==> config.mk <==
export PLATFORM = sky130hd
export DESIGN_NAME = wrapper_8bit_sha_256
export DESIGN_NICKNAME = d
export VERILOG_FILES = /design/src/rtl/wrapper_8bit_sha_256.sv
export SDC_FILE = /design/constraint.sdc
export NUM_CORES = 2
export LEC_CHECK = 0
export CAP_MARGIN = 5
export CORE_ASPECT_RATIO = 1.4
export CORE_UTILIZATION = 45
export DETAILED_ROUTE_END_ITERATION = 7
export DONT_BUFFER_PORTS = 1
export SETUP_SLACK_MARGIN = 0.02
export SLEW_MARGIN = 20
export SYNTH_ARGS = -nofsm -noshare
export SYNTH_HDL_FRONTEND = slang
export SYNTH_SLANG_ARGS = --single-unit
==> constraint.sdc <==
create_clock -name clk -period 9.7 [get_ports clk]
set_input_delay 0.485 -clock clk [delete_from_list [all_inputs] [get_ports clk]]
set_output_delay 0.485 -clock clk [all_outputs]
set_load 0.02 [all_outputs]
==> src/rtl/wrapper_8bit_sha_256.sv <==
// ---------------------------------------------------------------------------
// wrapper_8bit_sha_256
// Tiny Tapeout top that hashes one host-padded 512-bit SHA-256 block through
// an 8-bit interface. The host streams 64 bytes, pulses start, waits for done
// and then reads the 32-byte digest one byte at a time.
//
// Ports:
//   clk      system clock, rising edge
//   rst      synchronous reset, active-high, overrides everything
//   ena      design-select; while low all state holds
//   ui_in    message byte for the load strobe
//   uio_in   [0] wr, [1] start, [2] rd; [7:3] unused
//   uo_out   digest byte at the read pointer while done, else 0x00
//   uio_out  [3] busy, [4] done, [5] full; other bits 0
//   uio_oe   constant 8'b0011_1000
// ---------------------------------------------------------------------------
module wrapper_8bit_sha_256 (
    input  logic       clk,
    input  logic       rst,
    input  logic       ena,
    input  logic [7:0] ui_in,
    input  logic [7:0] uio_in,
    output logic [7:0] uo_out,
    output logic [7:0] uio_out,
    output logic [7:0] uio_oe
);

    localparam logic [31:0] IV [8] = '{
        32'h6a09e667, 32'hbb67ae85, 32'h3c6ef372, 32'ha54ff53a,
        32'h510e527f, 32'h9b05688c, 32'h1f83d9ab, 32'h5be0cd19
    };

    localparam logic [31:0] K [64] = '{
        32'h428a2f98, 32'h71374491, 32'hb5c0fbcf, 32'he9b5dba5,
        32'h3956c25b, 32'h59f111f1, 32'h923f82a4, 32'hab1c5ed5,
        32'hd807aa98, 32'h12835b01, 32'h243185be, 32'h550c7dc3,
        32'h72be5d74, 32'h80deb1fe, 32'h9bdc06a7, 32'hc19bf174,
        32'he49b69c1, 32'hefbe4786, 32'h0fc19dc6, 32'h240ca1cc,
        32'h2de92c6f, 32'h4a7484aa, 32'h5cb0a9dc, 32'h76f988da,
        32'h983e5152, 32'ha831c66d, 32'hb00327c8, 32'hbf597fc7,
        32'hc6e00bf3, 32'hd5a79147, 32'h06ca6351, 32'h14292967,
        32'h27b70a85, 32'h2e1b2138, 32'h4d2c6dfc, 32'h53380d13,
        32'h650a7354, 32'h766a0abb, 32'h81c2c92e, 32'h92722c85,
        32'ha2bfe8a1, 32'ha81a664b, 32'hc24b8b70, 32'hc76c51a3,
        32'hd192e819, 32'hd6990624, 32'hf40e3585, 32'h106aa070,
        32'h19a4c116, 32'h1e376c08, 32'h2748774c, 32'h34b0bcb5,
        32'h391c0cb3, 32'h4ed8aa4a, 32'h5b9cca4f, 32'h682e6ff3,
        32'h748f82ee, 32'h78a5636f, 32'h84c87814, 32'h8cc70208,
        32'h90befffa, 32'ha4506ceb, 32'hbef9a3f7, 32'hc67178f2
    };

    // StLatch registers the first digest byte so uo_out is valid as done rises.
    typedef enum logic [2:0] {StLoad, StRound, StFinal, StLatch, StDone} state_e;

    state_e      state_q;
    logic [6:0]  cnt_q;
    logic [5:0]  round_q;
    logic [4:0]  ptr_q;
    logic        busy_q;
    logic        done_q;
    logic [7:0]  out_q;
    // w_q is the message buffer during load and the schedule window during rounds.
    logic [31:0] w_q  [16];
    // hv_q holds a..h during rounds and H0..H7 once the final add is done.
    logic [31:0] hv_q [8];

    logic wr, start, rd;
    logic unused_uio;
    assign wr         = uio_in[0];
    assign start      = uio_in[1];
    assign rd         = uio_in[2];
    assign unused_uio = ^uio_in[7:3];

    function automatic logic [31:0] rotr(input logic [31:0] x, input int unsigned n);
        return (x >> n) | (x << (32 - n));
    endfunction

    logic [4:0]  lane_sh;
    logic [4:0]  ptr_nx;
    logic [4:0]  rd_sh;
    logic [31:0] rd_word;
    logic [7:0]  rd_byte;
    logic [31:0] s0, s1, ch, maj, t1, t2, sig0, sig1, w_new;

    always_comb begin
        // Big-endian lane: byte 0 of a word sits in bits [31:24].
        lane_sh = {~cnt_q[1:0], 3'b000};
        ptr_nx  = ptr_q + 5'd1;
        rd_sh   = {~ptr_nx[1:0], 3'b000};
        rd_word = hv_q[ptr_nx[4:2]];
        rd_byte = rd_word[rd_sh +: 8];

        s1    = rotr(hv_q[4], 6) ^ rotr(hv_q[4], 11) ^ rotr(hv_q[4], 25);
        ch    = (hv_q[4] & hv_q[5]) ^ (~hv_q[4] & hv_q[6]);
        t1    = hv_q[7] + s1 + ch + K[round_q] + w_q[0];
        s0    = rotr(hv_q[0], 2) ^ rotr(hv_q[0], 13) ^ rotr(hv_q[0], 22);
        maj   = (hv_q[0] & hv_q[1]) ^ (hv_q[0] & hv_q[2]) ^ (hv_q[1] & hv_q[2]);
        t2    = s0 + maj;
        sig0  = rotr(w_q[1], 7) ^ rotr(w_q[1], 18) ^ (w_q[1] >> 3);
        sig1  = rotr(w_q[14], 17) ^ rotr(w_q[14], 19) ^ (w_q[14] >> 10);
        // Window slot 0 is always W[t]; the word entering slot 15 is W[t+16].
        w_new = sig1 + w_q[9] + sig0 + w_q[0];
    end

    always_ff @(posedge clk) begin
        if (rst) begin
            state_q <= StLoad;
            cnt_q   <= '0;
            round_q <= '0;
            ptr_q   <= '0;
            busy_q  <= 1'b0;
            done_q  <= 1'b0;
            out_q   <= '0;
        end else if (ena) begin
            unique case (state_q)
                StLoad: begin
                    if (wr) begin
                        if (!cnt_q[6]) begin
                            w_q[cnt_q[5:2]][lane_sh +: 8] <= ui_in;
                            cnt_q <= cnt_q + 7'd1;
                        end
                    end else if (start && cnt_q[6]) begin
                        state_q <= StRound;
                        busy_q  <= 1'b1;
                        round_q <= '0;
                        for (int i = 0; i < 8; i++) hv_q[i] <= IV[i];
                    end
                end
                StRound: begin
                    hv_q[0] <= t1 + t2;
                    hv_q[1] <= hv_q[0];
                    hv_q[2] <= hv_q[1];
                    hv_q[3] <= hv_q[2];
                    hv_q[4] <= hv_q[3] + t1;
                    hv_q[5] <= hv_q[4];
                    hv_q[6] <= hv_q[5];
                    hv_q[7] <= hv_q[6];
                    for (int i = 0; i < 15; i++) w_q[i] <= w_q[i + 1];
                    w_q[15] <= w_new;
                    round_q <= round_q + 6'd1;
                    if (round_q == 6'd63) state_q <= StFinal;
                end
                StFinal: begin
                    for (int i = 0; i < 8; i++) hv_q[i] <= hv_q[i] + IV[i];
                    state_q <= StLatch;
                end
                StLatch: begin
                    busy_q  <= 1'b0;
                    done_q  <= 1'b1;
                    ptr_q   <= '0;
                    out_q   <= hv_q[0][31:24];
                    state_q <= StDone;
                end
                StDone: begin
                    if (wr) begin
                        w_q[0][31:24] <= ui_in;
                        cnt_q   <= 7'd1;
                        done_q  <= 1'b0;
                        out_q   <= '0;
                        state_q <= StLoad;
                    end else if (rd) begin
                        ptr_q <= ptr_nx;
                        out_q <= rd_byte;
                    end
                end
                default: state_q <= StLoad;
            endcase
        end
    end

    assign uo_out  = out_q;
    assign uio_out = {2'b00, cnt_q[6], done_q, busy_q, 3'b000};
    assign uio_oe  = 8'b0011_1000;

endmodule

# After elaboration in Yosys (flattened, before gate mapping)
# Memory sizes are Yosys's and may differ from the RTL's.
# Cells that the tools add are included.
[classes]
n_addsub = 22
shifts = 3
eq_ne = 14
muxes = 70
n_div = 0
n_reduce_logical = 15
bitwise = 47
mul = 0
order_cmp = 1
[ops]
columns = ["operator", "n"]
rows = [
  ["32-bit two-way mux", 21],
  ["32-bit adder", 10],
  ["32-bit XOR", 9],
  ["32-bit AND", 5],
  ["32-bit by 31-bit adder with 32-bit output (second input constant)", 3],
  ["32-bit adder (second input constant)", 3],
  ["32-bit by 29-bit adder with 32-bit output (second input constant)", 1],
  ["32-bit by 30-bit adder with 32-bit output (second input constant)", 1],
  ["32-bit NOT", 1],
  ["10-bit by 32-bit OR with 32-bit output", 1],
  ["13-bit by 32-bit OR with 32-bit output", 1],
  ["14-bit by 32-bit OR with 32-bit output", 1],
  ["15-bit by 32-bit OR with 32-bit output", 1],
  ["19-bit by 32-bit OR with 32-bit output", 1],
  ["21-bit by 32-bit OR with 32-bit output", 1],
  ["25-bit by 32-bit OR with 32-bit output", 1],
  ["26-bit by 32-bit OR with 32-bit output", 1],
  ["30-bit by 32-bit OR with 32-bit output", 1],
  ["7-bit by 32-bit OR with 32-bit output", 1],
  ["32-bit OR reduction", 1],
  ["8-bit by 7-bit variable shift with 32-bit output (first input constant)", 1],
  ["32-bit by 6-bit indexed part select with 8-bit output", 1],
  ["8-bit by 7-bit indexed part select with 32-bit output", 1],
  ["32-bit by 22-bit XOR with 32-bit output", 1],
  ["other kinds (34)", 103],
]
[totals]
rom_bits = 2048
word_cells = 183
memories = 3
ramBits = 768
inputBits = 19
ff_bits = 31
latchBits = 0
[memory_table]
columns = ["name", "words", "width", "read_ports", "rd_clocked_by_memory_dff", "write_ports", "line", "rtl"]
rows = [
  ["(no name shown)", 64, 32, 1, 0, 0, "95", "t1 = hv_q[7] + s1 + ch + K[round_q] + w_q[0];"],
  ["w_q", 16, 32, 16, 0, 16, "63", "logic [31:0] w_q [16];"],
  ["hv_q", 8, 32, 9, 0, 8, "65", "logic [31:0] hv_q [8];"],
]

# Logic depth before layout (Yosys ltp)
# An unclocked memory read counts as a cell.
[depth]
word_depth = 11
mapped_depth = 43
ltp_nobuf = 40

# Worst setup path before layout
# No wires, ideal clock.
[synth_timing]
path_kind = "reg2reg"
start = "reg round_q[2]"
end = "mem hv_q[0][30] (data pin)"
required_ps = 9424
t_arrival_ps = 8278
period_less_slack_ps = 8554
slack_ps = 1146
path_stages_with_launch = 39
cell_sequence = "dfxtp_1 > clkbuf_1 > clkinv_1 > clkbuf_1 > clkbuf_1 > ha_1 > nand2b_1 > mux2i_1 > o21ai_0 > a21o_1 > fa_1 > inv_1 > fa_1 > fa_1 > inv_1 > ha_1 > inv_1 > fa_1 > [... 3 more ...] > a21oi_1 > nor2b_1 > nor2b_1 > o21ai_0 > a21o_1 > a21o_1 > xnor2_1 > fa_1 > inv_1 > ha_1 > and3_1 > nand4_1 > or3_1 > nand3b_1 > a2111oi_0 > o41ai_1 > xnor2_1 > a22oi_1"
[synth_rtl]
columns = ["item", "line", "rtl"]
rows = [
  ["from (decl)", "57", "logic [5:0] round_q;"],
  ["from (signal assigned)", "140", "round_q <= round_q + 6'd1;"],
  ["to (decl)", "65", ""],
]

==> qor.txt <==
status -> complete, no violations
WL met2 -> 93000 um
delay-heaviest family, CP -> compound AO/OA/AOI/OAI gates
Post-Place Cells -> 6511
P_leak -> 25.5 nW
worst-skew pair later-pin latency -> 0.74 ns
Worst IR Drop VDD -> 0.000161 V
synth warn -> 0
CTS H-tree depth -> 3
number of synthesized register bits -> 799
Crit. End Element -> register
Nets -> 5368
Synth Area per Inst -> 10.8 um^2
non-filler cells, final -> 6687
Final Cycle Share -> 93.6%
die area -> 124000 um^2
Rel. slew slack -> 26.7%
M1 wire length -> 66800 um
Slew @ Worst Pin -> 1.09 ns
root buffer cell -> clkbuf_16
initial antenna violation count -> 8
vias in the first global route -> 40324
most common cell after layout, fill and taps aside -> edfxtp_1
Layout Cell Area excl Fill -> 60400 um^2
Core Util, Final -> 49.9%
Pins Over Slew Limit -> 0
Vias -> 40585
final setup vio count -> 0
vias per inst -> 6.07
Syn-to-layout area delta -> 9.97%
GP Congestion -> 1.00
delay of the slowest critical-path stage -> 0.67 ns
data arrival time of the worst path -> 9.47 ns
DRC Markers -> 0
DPL Wire Length -> 138000 um
crit path time final -> 9.08 ns
largest net degree at the start of global routing -> 235
Initial Util -> 45.4%
Setup TNS -> 0 ns
core box area -> 121000 um^2
Die Ht -> 415 um
commonest cells after routing, fill and taps aside -> edfxtp_1, a21o_1, xnor2_1, nand2_1, nor2_1
Setup crit start kind -> register
WP buf/inv -> 8
Req. time, crit path -> 10.09 ns
fmax -> 110 MHz
Die Wd -> 297 um
PortBufs -> 0
drt total wl -> 185000 um
top_reg_cell synth -> edfxtp_1
clock-pin slew on the worst setup and hold paths -> 0.07 ns
first-pass GRT wire length -> 272000 um
n_diodes -> 0
Mapped Area -> 54900 um^2
total CTS buffers -> 87
Critical Path Fanout Max -> 6
antenna viol nets, final -> 0
layout cells sized above 1 -> 10.7%
GRT overflow -> 0
GRT Overall Usage -> 29.8%
boundary pin count -> 43
first-pass detailed-route iteration total -> 6
Synth cell types -> 105
WHS -> 0.0584 ns
fill count -> 10982
WS Path Type -> reg2reg
Post-Synthesis Cells -> 5086
EDFF count, synth -> 768
critical path's slowest cell -> fa_1
max_cap viols -> 0
RSZ-0062 raised after global routing -> false
row cnt -> 151
worst min-delay path class -> in2reg
placed cell area -> 57200 um^2
CTS tree -> built
Setup Skew -> 0.0560 ns
Iter 0 DRT Violations -> 3793
Max Used Layer -> met5
PD cells -> 129 nW/um^2
most frequent CP cell -> inv_1
Clock Path Buffers -> 3
clk sink count -> 799
register area share after synthesis -> 43.1%
met3 WL -> 10400 um
FFs w/ async S/R, synth -> 0%
final-report hold violation count -> 0
routed len/inst -> 27.7 um
cell families (layout without fill, tap and decap cells):
group	Yosys count	count (layout)	synth area share, %
compound gates	1594	1594	19.7
xor+xnor	580	580	9.28
flops	799	799	43.1
mux	137	137	4.52
simple gates	967	967	8.08
buf+inv	646	630	4.65
other cells	2	13	0.0137
fa+ha+maj	361	361	10.7
final timing paths:
| path | from | endpoint | slack (ns) | depth (start not counted) |
|---|---|---|---|---|
| worst max register to register | round_q[0] | hv_q[0][30] | 0.62 | 34 |
| worst max-delay path | round_q[0] | hv_q[0][30] | 0.62 | 34 |
| worst min register to register | w_q[2][17] | w_q[1][17] | 0.50 | 1 |
| worst min-delay path | rst | cnt_q[0] | 0.06 | 2 |
routing by layer:
metal / track usage (%) / vias to the layer above
li1: - / 18285
met1: 33.6 / 20285
met2: 52.2 / 1501
met3: 3.85 / 498
met4: 21.2 / 16
met5: 0 / -
sequential cells by signal, indices dropped and copies added (netlist names):
register and cells:
done_q 1, round_q 6, ptr_q 5, uo_out 8, w_q 512, busy_q 1
hv_q 256, state_q 3, cnt_q 7
stage by stage:
step / worst slack (ns) / total power [mW]
floorplan: 1.15 / 4.12
global placement: 0.715 / 4.21
detailed placement: 0.692 / 4.21
CTS: 0.659 / 7.84
global route: 0.0758 / 7.97
finish: 0.618 / 7.78
layout make-up:
type / count / area [um^2] / share of cell area [%]
Multi-Input combinational cell: 3652 / 28900 / 47.8
Sequential cell: 799 / 23700 / 39.2
Clock buffer: 97 / 2260 / 3.73
Tap cell: 1606 / 2010 / 3.33
Timing Repair Buffer: 226 / 1850 / 3.05
Inverter: 240 / 901 / 1.49
Clock inverter: 67 / 843 / 1.40
cell usage after synthesis, types with 16 or more instances:
cell      instances  share of area [%]
buf_1            44               0.30
nor2_1          289                2.0
a211oi_1         37               0.51
and2_1           38               0.43
maj3_1           18               0.33
xor2_1          173                2.8
nand4_1          16               0.18
edfxtp_1        768                 42
a22oi_1          36               0.49
nor2b_1          31               0.35
o31ai_1          24               0.33
mux2i_1          22               0.40
a21oi_1         262                2.4
dfxtp_1          31                1.1
o21ai_0         311                2.8
ha_1            156                3.6
buf_2            21               0.19
nor3_1           83               0.76
clkbuf_1        317                2.2
nand2b_1         27               0.31
o21a_1           33               0.45
buf_4            19               0.26
and3_1           29               0.33
a21o_1          571                7.8
or3_1            17               0.19
mux4_2           86                3.5
o22ai_1          41               0.47
xnor2_1         405                6.5
nand2_1         299                2.0
a31oi_1          41               0.47
nand3_1          81               0.74
inv_1           237                1.6
fa_1            187                6.8
o211ai_1         29               0.40
o21bai_1         19               0.26
mux2_2           29               0.59
where the power goes:
| part | total, mW | leakage, nW | internal, mW | switching, mW |
|---|---|---|---|---|
| registers | 3.76 | 7.05 | 3.76 | 0.00604 |
| clock network | 3.63 | 1.50 | 2.08 | 1.55 |
| logic | 0.389 | 16.9 | 0.169 | 0.220 |
| total | 7.78 | 25.5 | 6.01 | 1.78 |
repair_timing:
action,in CTS,in global routing
endpoints found under the setup margin,0,1
resized for setup,0,1
hold buffers,11,0
hold endpoints to repair,36,0
buffers inserted,0,0
No activity file was read; power rests on OpenSTA's default activity.
